$ cat src/rtl/ram_arbiter.sv
// Two-requester round-robin arbiter and command sequencer for a single-port
// 1024x16 RAM, with a fixed two-cycle read-response tag pipeline.
module ram_arbiter #(
    parameter int DW        = 16,
    parameter int AW        = 10,
    parameter int MAX_BURST = 4
) (
    input  logic          CLK,
    input  logic          RST,
    input  logic          REQ0,
    input  logic          REQ1,
    input  logic          WE0,
    input  logic          WE1,
    input  logic [AW-1:0] ADDR0,
    input  logic [AW-1:0] ADDR1,
    input  logic [DW-1:0] WDATA0,
    input  logic [DW-1:0] WDATA1,
    output logic          GNT0,
    output logic          GNT1,
    output logic          RVALID0,
    output logic          RVALID1,
    output logic [DW-1:0] RDATA0,
    output logic [DW-1:0] RDATA1,
    output logic          RAM_RD,
    output logic          RAM_WR,
    output logic [AW-1:0] RAM_ADDR,
    output logic [DW-1:0] RAM_IN,
    input  logic [DW-1:0] RAM_OUT
);

    localparam logic [1:0] IDLE   = 2'd0;
    localparam logic [1:0] GRANT0 = 2'd1;
    localparam logic [1:0] GRANT1 = 2'd2;

    localparam int BCW = 4;
    localparam logic [BCW-1:0] BEAT_LAST = BCW'(MAX_BURST - 1);

    logic [1:0]     state;
    logic [1:0]     state_nxt;
    logic           last;
    logic           last_nxt;
    logic [BCW-1:0] beat_cnt;
    logic [BCW-1:0] beat_cnt_nxt;

    logic           acc0;
    logic           acc1;
    logic           accept;
    logic           acc_id;
    logic           acc_we;
    logic [AW-1:0]  acc_addr;
    logic [DW-1:0]  acc_wdata;

    logic           vld_p1;
    logic           id_p1;
    logic           vld_p2;
    logic           id_p2;

    assign GNT0 = (state == GRANT0);
    assign GNT1 = (state == GRANT1);

    assign acc0      = REQ0 && GNT0;
    assign acc1      = REQ1 && GNT1;
    assign accept    = acc0 || acc1;
    assign acc_id    = acc1;
    assign acc_we    = acc1 ? WE1    : WE0;
    assign acc_addr  = acc1 ? ADDR1  : ADDR0;
    assign acc_wdata = acc1 ? WDATA1 : WDATA0;

    // A grant ends on a dropped request (no accept) or on the burst-closing
    // accept; handoff goes straight to the other requester when it waits.
    always_comb begin
        state_nxt    = state;
        last_nxt     = last;
        beat_cnt_nxt = beat_cnt;
        case (state)
            IDLE: begin
                beat_cnt_nxt = '0;
                if (REQ0 && REQ1) begin
                    state_nxt = last ? GRANT0 : GRANT1;
                end else if (REQ0) begin
                    state_nxt = GRANT0;
                end else if (REQ1) begin
                    state_nxt = GRANT1;
                end
            end
            GRANT0: begin
                if (!REQ0 || (beat_cnt == BEAT_LAST)) begin
                    last_nxt     = 1'b0;
                    beat_cnt_nxt = '0;
                    state_nxt    = REQ1 ? GRANT1 : IDLE;
                end else begin
                    beat_cnt_nxt = beat_cnt + 1'b1;
                end
            end
            GRANT1: begin
                if (!REQ1 || (beat_cnt == BEAT_LAST)) begin
                    last_nxt     = 1'b1;
                    beat_cnt_nxt = '0;
                    state_nxt    = REQ0 ? GRANT0 : IDLE;
                end else begin
                    beat_cnt_nxt = beat_cnt + 1'b1;
                end
            end
            default: begin
                state_nxt    = IDLE;
                beat_cnt_nxt = '0;
            end
        endcase
    end

    always_ff @(posedge CLK) begin
        if (RST) begin
            state    <= IDLE;
            last     <= 1'b1;
            beat_cnt <= '0;
        end else begin
            state    <= state_nxt;
            last     <= last_nxt;
            beat_cnt <= beat_cnt_nxt;
        end
    end

    // Stage p0 -> RAM command register: address and data hold between accepts.
    always_ff @(posedge CLK) begin
        if (RST) begin
            RAM_RD   <= 1'b0;
            RAM_WR   <= 1'b0;
            RAM_ADDR <= '0;
            RAM_IN   <= '0;
        end else if (accept) begin
            RAM_RD   <= !acc_we;
            RAM_WR   <= acc_we;
            RAM_ADDR <= acc_addr;
            RAM_IN   <= acc_wdata;
        end else begin
            RAM_RD   <= 1'b0;
            RAM_WR   <= 1'b0;
        end
    end

    // Stage p1 -> p2 read tags: only the valid bits are reset.
    always_ff @(posedge CLK) begin
        if (RST) begin
            vld_p1 <= 1'b0;
            vld_p2 <= 1'b0;
        end else begin
            vld_p1 <= accept && !acc_we;
            vld_p2 <= vld_p1;
        end
    end

    always_ff @(posedge CLK) begin
        if (accept) begin
            id_p1 <= acc_id;
        end
        id_p2 <= id_p1;
    end

    assign RVALID0 = vld_p2 && !id_p2;
    assign RVALID1 = vld_p2 && id_p2;
    assign RDATA0  = RAM_OUT;
    assign RDATA1  = RAM_OUT;

endmodule

$ cat config.mk
export PLATFORM = sky130hd
export DESIGN_NAME = ram_arbiter
export DESIGN_NICKNAME = d
export VERILOG_FILES = /design/src/rtl/ram_arbiter.sv
export SDC_FILE = /design/constraint.sdc
export NUM_CORES = 1
export LEC_CHECK = 0
export CORE_MARGIN = 2
export CORE_UTILIZATION = 38
export CTS_CLUSTER_DIAMETER = 30
export CTS_CLUSTER_SIZE = 10
export DETAILED_ROUTE_END_ITERATION = 8
export GPL_TIMING_DRIVEN = 1
export PLACE_DENSITY = 0.86
export SYNTH_ARGS = -nofsm -noshare
export SYNTH_HDL_FRONTEND = slang
export SYNTH_SLANG_ARGS = --single-unit
$ cat constraint.sdc
create_clock -name CLK -period 2.8 [get_ports CLK]
set_input_delay 0.42 -clock CLK [delete_from_list [all_inputs] [get_ports CLK]]
set_output_delay 0.42 -clock CLK [all_outputs]
set_load 0.02 [all_outputs]
Word-level counts from Yosys, hierarchy flattened --
Cells that the tools add are included. Widths: inputs -> output; s select.
Cells by class: add/subtract/negate cells 1, $mul 0, div/mod/pow operators 0, order comparisons 0, eq/ne operators 6, shifts and indexed selects 0, multiplexer cells 18, bitwise operators 1, reductions and logical operators 18
Operators with widths (number):
- $mux 16 | 1
- $mux 2 | 7
- $mux 10 | 1
- $mux 4 | 2
- $pmux 4 s2 | 1
- $logic_and 1x1->1 | 6
- $pmux 2 s3 | 1
- $reduce_and 3->1 | 2
- $add 4x1->4 const B | 1
- $eq 4x2->1 const B | 1
- $logic_not 1->1 | 4
- $mux 1 | 4
- $ne 2x1->1 const B | 2
- $ne 4x4->1 const B | 1
- $logic_or 1x1->1 | 3
- $eq 2x1->1 const B | 1
- $eq 2x2->1 const B | 1
- $logic_not 2->1 | 1
- $pmux 1 s2 | 1
- $reduce_bool 2->1 | 1
- $reduce_or 2->1 | 1
- $not 1->1 | 1
Storage, ports and cells: bits in registers 39, bits in latches 0, bits in writable memories 0, ROM bits 0, input bits 74, memories kept 0

Longest topological paths before layout --
Gate-level depths: netlist of run 1.
word-level depth 5, mapped depth 7, depth with buffers taken out 7

Worst setup path before layout of run 1 --
No wires, ideal clock.
path type flip-flop to flip-flop, start point register state[1], end point register last, setup time 0.122 ns, arrival 1.407 ns, data required time 2.678 ns, setup slack 1.272 ns, stages on the path, launching flop included 6, path buffers 0, period minus slack after synthesis 1.528 ns, cells stage by stage dfxtp_1 > inv_1 > ha_1 > a22o_1 > nand2_4 > a221o_1
Between the ends: word-level cells in the longest chain between the ends 3, elaborated cells between the ends (all ways) 7
RTL lines:
- from (decl) | line 38 | logic [1:0] state;
- from (signal assigned) | line 117 | state <= state_nxt;
- $eq 2x1->1 (*)
- named net GNT0 | line 18 | output logic GNT0,
- $ne 2x1->1 (no line) or $reduce_bool 2->1 (tied branches)
- $reduce_and 3->1 (no line)
- to (signal assigned) | line 118 | last <= last_nxt;
- to (decl) | line 40 | logic last;
The timed path passes the listed nets; every way through them passes the cells marked *. A chain may end at the register's enable or synchronous reset.

Worst setup path after layout of run 1 --
start point register state[1], end point output port GNT0
Between the ends: word-level cells in the longest chain between the ends 1
RTL lines:
- $eq 2x1->1 | line 58 | assign GNT0 = (state == GRANT0);
- to (decl) | line 18
No other way between the ends.

==> run_results.csv, run 1 <==
group,metric,value,unit
detailed_routing,drt_iter0_markers,66,
logic_synthesis,ys_seq_area_frac,0.399,
detailed_routing,via_per_inst,5.09,
detailed_routing,routed_wl,4.87,mm
global_route,grtUsageTotal,0.166,
floorplan,ios,138,
logic_synthesis,ys_seq_elements,39,
cts,cts.repair.resized,0,
pwr,power.density,515,nW/um2
floorplan,start_util,0.390,
timing,slew-limit-headroom,0.525,
finish,layout-area-overhead-vs-synth,39.1,%
global_route,grt_pass1_wl,7.92,mm
finish,most-common-layout-cells,"clkdlybuf4s50_1 (89), dfxtp_1 (38), nor2_1 (33)",
cts,ctsHoldBuffers,0,
logic_synthesis,ys_warn_count,0,
logic_synthesis,syn-num-nets,319,
run,maxCapViolCount,0,
setup_path,start_kind,"flop",
floorplan,num_rows,26,
setup_path,path_max_fanout,7,
setup_path,crit_slowest_cell,"clkdlybuf4s50_1",
cts,cts_buffers,5,
cts,clockRootBuffer,"clkbuf_8",
global_route,antenna_found_initial,0,
timing,tns,0,ns
floorplan,die_area,5800,um2
place,place_congestion,0.701,
min_path,hp-class,"flop to flop",
pwr,leakage,0.963,nW
pwr,p_total,1.42,mW
global_route,grt_max_degree,29,
timing,worst_pin_slew,0.710,ns
setup_path,crit_family,"buffers and inverters",
floorplan,die_w,76.2,um
detailed_routing,antenna_left,0,
place,dp_hpwl,3.52,mm
cts,clk_pin_slew_worst_paths,0.07,ns
timing,rsz0062_at_grt,"false",
global_route,grt_pass1_vias,1719,
timing,finalCritPeriodShare,0.764,
logic_synthesis,postSynthCellCount,240,
timing,finalSetupViolCount,0,
setup_path,critPathRequiredTime,2.38,ns
timing,setup_slack,0.660,ns
global_route,overflow,0,
place,io_buffers,89,
logic_synthesis,syn_area,1980,um2
cts,post_cts_buffers,0,
timing,skew,0.00481,ns
detailed_routing,drc,0,
setup_path,slowest_delay,0.66,ns
floorplan,die-height,76.2,um
logic_synthesis,avgSynthCellArea,8.25,um2
setup_path,crit_type,"flop to output port",
setup_path,crit_arrival,1.72,ns
timing,min_period,2.14,ns
setup_path,crit_buf_inv,2,
detailed_routing,routedWlPerCell,13.5,um
logic_synthesis,ys_types,30,
cts,cts_max_level,2,
status,status,"complete, no violations",
finish,fin_nets,371,
finish,drive_gt1_frac,0.0515,
finish,layout_commonest_cell,"clkdlybuf4s50_1",
place,pre_cts_slack,0.649,ns
setup_path,worstPathCellList,"inv_1, ha_1, clkdlybuf4s50_1",
detailed_routing,vias,1839,
cts,clk_path_buf_depth,2,
finish,fillers,483,
cts,cts_tree,"done",
finish,diodes,0,
timing,hold_violations,0,
timing,max_freq,467,MHz
pwr,ir_drop,0.272,mV
setup_path,critPathCaptureType,"output port",
detailed_routing,first_pass_iters,6,
cts,cts.sinks,39,
timing,finalMaxSlewViolations,0,
cts,clk_latency,0.28,ns
floorplan,core_area,5070,um2
## report_power, final
part	internal (mW)	switching [mW]	total, mW
Clock	0.166	0.172	0.338
Combinational	0.218	0.216	0.434
Sequential	0.614	0.0314	0.646
## logic make-up after synthesis
family                   share of synthesized area
AND/OR/NAND/NOR                              0.246
buffers and inverters                        0.172
flip-flops                                   0.399
AO/OA/AOI/OAI                                0.147
adder cells (fa/ha/maj)                     0.0316
XOR/XNOR                                   0.00443
## metal layers
metal	routed length, um	GRT usage	vias up
li1	-	-	907
met1	2110	0.196	851
met2	2340	0.279	74
met3	358	0.0474	7
met4	55	0.0800	0
met5	0	0	-
## flip-flops by register name, summed over array words and instances (netlist names)
signal and flops:
RAM_ADDR 10, vld_p2 1, RAM_WR 1, vld_p1 1, RAM_IN 16, id_p1 1
state 2, RAM_RD 1, beat_cnt 4, id_p2 1, last 1
## synth_stat cells, drive strengths merged
| library cell | instances | area share |
|---|---|---|
| and2 | 1 | 0.0032 |
| a22oi | 1 | 0.0038 |
| nand3b | 2 | 0.0076 |
| nor2b | 2 | 0.0063 |
| clkbuf | 9 | 0.017 |
| nand4 | 1 | 0.0032 |
| nand2b | 2 | 0.0063 |
| buf | 41 | 0.15 |
| nor3 | 1 | 0.0025 |
| or3b | 1 | 0.0057 |
| edfxtp | 1 | 0.015 |
| a21oi | 4 | 0.010 |
| ha | 5 | 0.032 |
| nand4b | 1 | 0.0044 |
| nand3 | 28 | 0.071 |
| xor2 | 1 | 0.0044 |
| a221o | 1 | 0.0051 |
| dfxtp | 38 | 0.38 |
| inv | 4 | 0.0076 |
| o31ai | 1 | 0.0038 |
| a311oi | 26 | 0.12 |
| nor2 | 33 | 0.063 |
| nor3b | 2 | 0.0076 |
| nand2 | 32 | 0.066 |
| o32ai | 1 | 0.0044 |
| a22o | 1 | 0.0044 |
## through the flow
stage | instance area [um2] | util | hold WS [ns] | std cells
6_report | 2750 | 0.542 | 0.343 | 361
5_1_grt | 2750 | 0.542 | 0.346 | 361
4_1_cts | 2750 | 0.542 | 0.343 | 361
3_5_place_dp | 2680 | 0.528 | 0.327 | 355
3_3_place_gp | 2680 | 0.528 | 0.327 | 355
2_1_floorplan | 1980 | - | 0.323 | 240
## worst register-to-register path, cell delays in order, from the launching register on
cell and delay (ns):
dfxtp_1 0.36, inv_1 0.09, ha_1 0.28, nand2_2 0.41, buf_4 0.37, nor2_1 0.08
a311oi_1 0.27
## cell type report
cell class                 instances  area [um2]  area share
timing repair buffer              95         936       0.340
multi-input combinational        147         851       0.309
sequential                        39         791       0.287
tap                               70        87.6      0.0318
clock buffer                       6        72.6      0.0264
inverter                           4        15.0     0.00545
## path summary, 6_finish.rpt
check	depth (start not counted)	to	from	slack, ns
max	3	GNT0	state[1]	0.66
min	0	id_p2	id_p1	0.34
max reg2reg	6	RAM_IN[5]	state[0]	0.85
min reg2reg	0	id_p2	id_p1	0.34
(Power assumes the default switching activity.)
==> inputs of run 2 (changes only) <==
--- a/config.mk
+++ b/config.mk
@@ -6,12 +6,12 @@
 export NUM_CORES = 1
 export LEC_CHECK = 0
 export CORE_MARGIN = 2
-export CORE_UTILIZATION = 38
+export CORE_UTILIZATION = 32
 export CTS_CLUSTER_DIAMETER = 30
 export CTS_CLUSTER_SIZE = 10
 export DETAILED_ROUTE_END_ITERATION = 8
 export GPL_TIMING_DRIVEN = 1
-export PLACE_DENSITY = 0.86
+export PLACE_DENSITY = 0.77
 export SYNTH_ARGS = -nofsm -noshare
 export SYNTH_HDL_FRONTEND = slang
 export SYNTH_SLANG_ARGS = --single-unit
==> constraint.sdc (replaced) <==
create_clock -name CLK -period 1.9 [get_ports CLK]
set_input_delay 0.285 -clock CLK [delete_from_list [all_inputs] [get_ports CLK]]
set_output_delay 0.285 -clock CLK [all_outputs]
set_load 0.02 [all_outputs]
==> run_results.csv, run 2 (synthesis gave the netlist of run 1 again) <==
group,metric,value,unit
detailed_routing,drt_iter0_markers,64,
finish,largest_reg_flops,16,
cts,clockRootBuffer,"clkbuf_8",
place,post_dp_cell_area,2740,um2
run,maxCapViolCount,0,
detailed_routing,drc,0,
timing,hold_violations,0,
finish,fillers,602,
place,io_buffers,89,
cts,cts_tree,"done",
detailed_routing,routed_wl,5.40,mm
timing,finalCritPeriodShare,0.881,
cts,cts_max_level,2,
setup_path,critPathCaptureType,"output port",
floorplan,ios,138,
finish,diodes,0,
setup_path,crit_type,"flop to output port",
timing,finalMaxSlewViolations,0,
detailed_routing,routedWlPerCell,14.5,um
floorplan,num_rows,28,
floorplan,die_area,6830,um2
timing,skew,0.00584,ns
cts,clk_path_buf_depth,2,
setup_path,crit_arrival,1.39,ns
cts,cts.sinks,39,
pwr,ir_drop,0.410,mV
detailed_routing,first_pass_iters,4,
timing,min_period,1.67,ns
cts,clk_latency,0.30,ns
pwr,leakage,1.00,nW
place,dp_hpwl,3.93,mm
floorplan,core_area,5960,um2
finish,drive_gt1_frac,0.0805,
timing,slew-limit-headroom,0.820,
global_route,grt_pass1_wl,8.36,mm
cts,clk_pin_slew_worst_paths,0.09,ns
min_path,hp-class,"flop to flop",
pwr,power.density,779,nW/um2
setup_path,path_max_fanout,5,
setup_path,critPathRequiredTime,1.62,ns
finish,final_core_util,0.475,
setup_path,start_kind,"flop",
floorplan,die_w,82.7,um
global_route,grtUsageTotal,0.161,
place,dp_cells,365,
global_route,grt_max_degree,39,
status,status,"complete, no violations",
timing,finalSetupViolCount,0,
finish,fin_nets,376,
cts,post_cts_buffers,0,
finish,regMostFlops,"RAM_IN",
timing,worst_pin_slew,0.271,ns
place,place_congestion,0.745,
global_route,overflow,0,
timing,max_freq,597,MHz
detailed_routing,vias,1890,
finish,area.sequential,791,um2
setup_path,slowest_delay,0.37,ns
detailed_routing,via_per_inst,5.07,
finish,top_regs,"RAM_IN: 16 flops, RAM_ADDR: 10 flops, beat_cnt: 4 flops",
finish,layout-area-overhead-vs-synth,42.9,%
finish,multi_input_area,853,um2
cts,cts_buffers,5,
finish,most-common-layout-cells,"clkdlybuf4s50_1 (87), dfxtp_1 (38), nor2_1 (33)",
floorplan,die-height,82.7,um
finish,layout_commonest_cell,"clkdlybuf4s50_1",
timing,rsz0062_at_grt,"false",
timing,tns,0,ns
finish,finalNonFillerCells,373,
floorplan,start_util,0.332,
detailed_routing,antenna_left,0,
global_route,antenna_found_initial,0,
finish,fin_area,2830,um2
setup_path,worstPathCellList,"inv_1, ha_1, dlygate4sd2_1",
global_route,grt_pass1_vias,1902,
setup_path,crit_slowest_cell,"dfxtp_1",
run 2: changes by cell type in the layout (fill, tap and decap cells not counted):
| cell | delta |
|---|---|
| buf_4 | +4 |
| clkdlybuf4s50_1 | -2 |
| clkinvlp_4 | +2 |
| dlygate4sd2_1 | +2 |
| buf_12 | +1 |
| clkbuf_1 | -1 |
| ha_1 | -1 |
| ha_2 | +1 |
| inv_6 | +1 |
run 2: where the power goes:
part           leakage [nW]  switching (mW)  internal, mW
clock network        0.0408           0.327         0.263
registers             0.319          0.0440         0.904
logic                 0.643           0.329         0.336
total                  1.00           0.700          1.50
run 2: through the flow:
stage | total power, mW | hold WS [ns] | setup WS (ns)
floorplan | 1.39 | 0.323 | 0.372
global placement | 1.62 | 0.329 | 0.240
detailed placement | 1.64 | 0.338 | 0.169
CTS | 2.23 | 0.367 | 0.217
global route | 2.31 | 0.376 | 0.153
finish | 2.20 | 0.360 | 0.225
run 2: cell type report:
| class | instances | share of cell area |
|---|---|---|
| Timing Repair Buffer | 100 | 0.348 |
| Multi-Input combinational cell | 147 | 0.302 |
| Sequential cell | 39 | 0.280 |
| Tap cell | 75 | 0.0332 |
| Clock buffer | 5 | 0.0243 |
| Clock inverter | 3 | 0.00840 |
| Inverter | 4 | 0.00531 |
run 2: timing repair:
item	4_1_cts	5_1_grt
resized for setup	3	0
hold buffers	0	0
setup endpoints to repair	2	0
run 2: worst paths after layout:
kind         depth (start not counted)      from  slack, ns     to
max                                  3  state[0]       0.23   GNT1
min                                  0     id_p1       0.36  id_p2
max reg2reg                          6  state[0]       0.27   last
min reg2reg                          0     id_p1       0.36  id_p2
run 2: worst max-delay path: cells and delay by family (launching register included):
| kind | cells | cell delay (ns) |
|---|---|---|
| adder cells (fa/ha/maj) | 1 | 0.28 |
| flip-flops | 1 | 0.37 |
| buffers and inverters | 2 | 0.44 |
run 2: metal layers:
metal  track usage  vias to the layer above  wire (um)
met5             0                        -          0
met4        0.0607                        0         91
met3        0.0652                       16        571
met2         0.278                       95       2490
met1         0.176                      863       2250
li1              -                      916          -
==> inputs of run 3 (changes only) <==
--- a/config.mk
+++ b/config.mk
@@ -6,12 +6,13 @@
 export NUM_CORES = 1
 export LEC_CHECK = 0
 export CORE_MARGIN = 2
-export CORE_UTILIZATION = 32
+export CORE_UTILIZATION = 45
 export CTS_CLUSTER_DIAMETER = 30
 export CTS_CLUSTER_SIZE = 10
 export DETAILED_ROUTE_END_ITERATION = 8
+export DONT_BUFFER_PORTS = 1
 export GPL_TIMING_DRIVEN = 1
-export PLACE_DENSITY = 0.77
+export REMOVE_ABC_BUFFERS = 1
 export SYNTH_ARGS = -nofsm -noshare
 export SYNTH_HDL_FRONTEND = slang
 export SYNTH_SLANG_ARGS = --single-unit
==> constraint.sdc (replaced) <==
create_clock -name CLK -period 1.7 [get_ports CLK]
set_input_delay 0.255 -clock CLK [delete_from_list [all_inputs] [get_ports CLK]]
set_output_delay 0.255 -clock CLK [all_outputs]
set_load 0.02 [all_outputs]
==> run_results.csv, run 3 (synthesis gave the netlist of run 1 again) <==
group,metric,value,unit
place,post_dp_cell_area,1790,um2
timing,slew-limit-headroom,0.740,
cts,ctsHoldBuffers,0,
floorplan,core_area,4290,um2
setup_path,start_kind,"flop",
timing,max_freq,647,MHz
setup_path,slowest_delay,0.37,ns
detailed_routing,vias,1549,
detailed_routing,first_pass_iters,4,
detailed_routing,via_per_inst,6.05,
finish,largest_reg_flops,16,
finish,fin_nets,282,
cts,cts_max_level,2,
timing,worst_pin_slew,0.390,ns
global_route,grt_max_degree,45,
global_route,antenna_found_initial,0,
setup_path,path_max_fanout,44,
run,maxCapViolCount,0,
finish,finalNonFillerCells,256,
cts,cts_buffers,5,
cts,cts.repair.resized,0,
pwr,leakage,0.666,nW
place,place_congestion,0.840,
timing,finalCritPeriodShare,0.909,
setup_path,crit_type,"flop to flop",
detailed_routing,drc,0,
place,dp_cells,248,
cts,clk_pin_slew_worst_paths,0.08,ns
detailed_routing,routed_wl,4.73,mm
floorplan,num_rows,24,
cts,cts.sinks,39,
setup_path,critPathCaptureType,"flop",
cts,cts_tree,"done",
status,status,"complete, no violations",
finish,drive_gt1_frac,0.0882,
place,io_buffers,0,
timing,finalMaxSlewViolations,0,
floorplan,die-height,70.3,um
timing,finalSetupViolCount,0,
global_route,grtUsageTotal,0.189,
finish,area.sequential,791,um2
detailed_routing,drt_iter0_markers,104,
floorplan,die_area,4940,um2
cts,clk_path_buf_depth,2,
cts,post_cts_buffers,0,
setup_path,crit_arrival,1.74,ns
finish,top_regs,"RAM_IN: 16 flops, RAM_ADDR: 10 flops, beat_cnt: 4 flops",
setup_path,crit_buf_inv,3,
setup_path,crit_slowest_cell,"dfxtp_1",
global_route,overflow,0,
finish,most-common-layout-cells,"dfxtp_1 (38), nor2_1 (33), nand2_1 (29)",
min_path,hp-class,"input pin to flop",
floorplan,die_w,70.3,um
pwr,ir_drop,0.511,mV
detailed_routing,antenna_left,0,
floorplan,start_util,0.461,
timing,skew,0.00414,ns
floorplan,ios,138,
timing,hold_violations,0,
global_route,grt_pass1_vias,1467,
finish,regMostFlops,"RAM_IN",
finish,fillers,462,
cts,clockRootBuffer,"clkbuf_8",
finish,layout-area-overhead-vs-synth,-3.54,%
detailed_routing,routedWlPerCell,18.5,um
cts,clk_latency,0.28,ns
setup_path,crit_family,"buffers and inverters",
pwr,power.density,1190,nW/um2
finish,layout_commonest_cell,"dfxtp_1",
place,dp_hpwl,3.21,mm
finish,diodes,0,
finish,fin_area,1910,um2
setup_path,critPathRequiredTime,1.89,ns
timing,whs,0.0324,ns
finish,multi_input_area,851,um2
global_route,grt_pass1_wl,7.38,mm
timing,rsz0062_at_grt,"false",
setup_path,worstPathCellList,"inv_1, ha_1, buf_4, nand2_2, buf_12, nor2_1, a311oi_1",
timing,min_period,1.55,ns
==> run 3: cell count changes in the layout (fill, tap and decap cells not counted), sizes merged, moves of 2 or more <==
cell | before | now
dlygate4sd2 | 2 | 0
clkinvlp | 2 | 0
clkdlybuf4s50 | 87 | 0
buf | 11 | 6
==> run 3: through the flow <==
stage / power (mW) / setup TNS, ns / setup slack (ns) / utilization
after floorplan: 1.40 / -11.23 / -0.446 / -
after global placement: 1.50 / 0 / 0.182 / 0.417
after detailed placement: 1.50 / 0 / 0.154 / 0.417
after CTS: 2.31 / 0 / 0.148 / 0.445
after global routing: 2.40 / 0 / 0.00730 / 0.445
final: 2.27 / 0 / 0.154 / 0.445
==> run 3: where the power goes <==
group,internal [mW],switching (mW)
combinational,0.131,0.191
clock,0.475,0.316
sequential,1.01,0.149
total,1.62,0.656
==> run 3: routing by layer <==
| metal | global-route usage | routed length [um] |
|---|---|---|
| met5 | 0.0444 | 0 |
| met4 | 0.0726 | 21 |
| met3 | 0.114 | 607 |
| met2 | 0.237 | 2050 |
| met1 | 0.254 | 2050 |
==> run 3: final cells by class <==
cell class,count,area share
flip-flops and latches,39,0.414
repair buffers,6,0.0367
clock buffers,6,0.0433
well taps,52,0.0341
clock inverters,2,0.0183
multi-input cells,147,0.446
inverters,4,0.00786
==> run 3: worst reg2reg max path: cells and delay by family (launching register included) <==
family / cells / cell delay [ns]
buffers and inverters: 3 / 0.47
adders and majority gates: 1 / 0.22
and+or+nand+nor: 2 / 0.16
DFF: 1 / 0.37
AOI/OAI and AO/OA: 1 / 0.24
==> run 3: final timing paths <==
kind              slack [ns]  cells past startpoint  startpoint          end
hold / removal          0.03                      1         RST  RAM_ADDR[9]
setup / recovery        0.15                      7    state[0]    RAM_IN[7]
setup reg to reg        0.15                      7    state[0]    RAM_IN[7]
hold reg to reg         0.36                      0       id_p1        id_p2
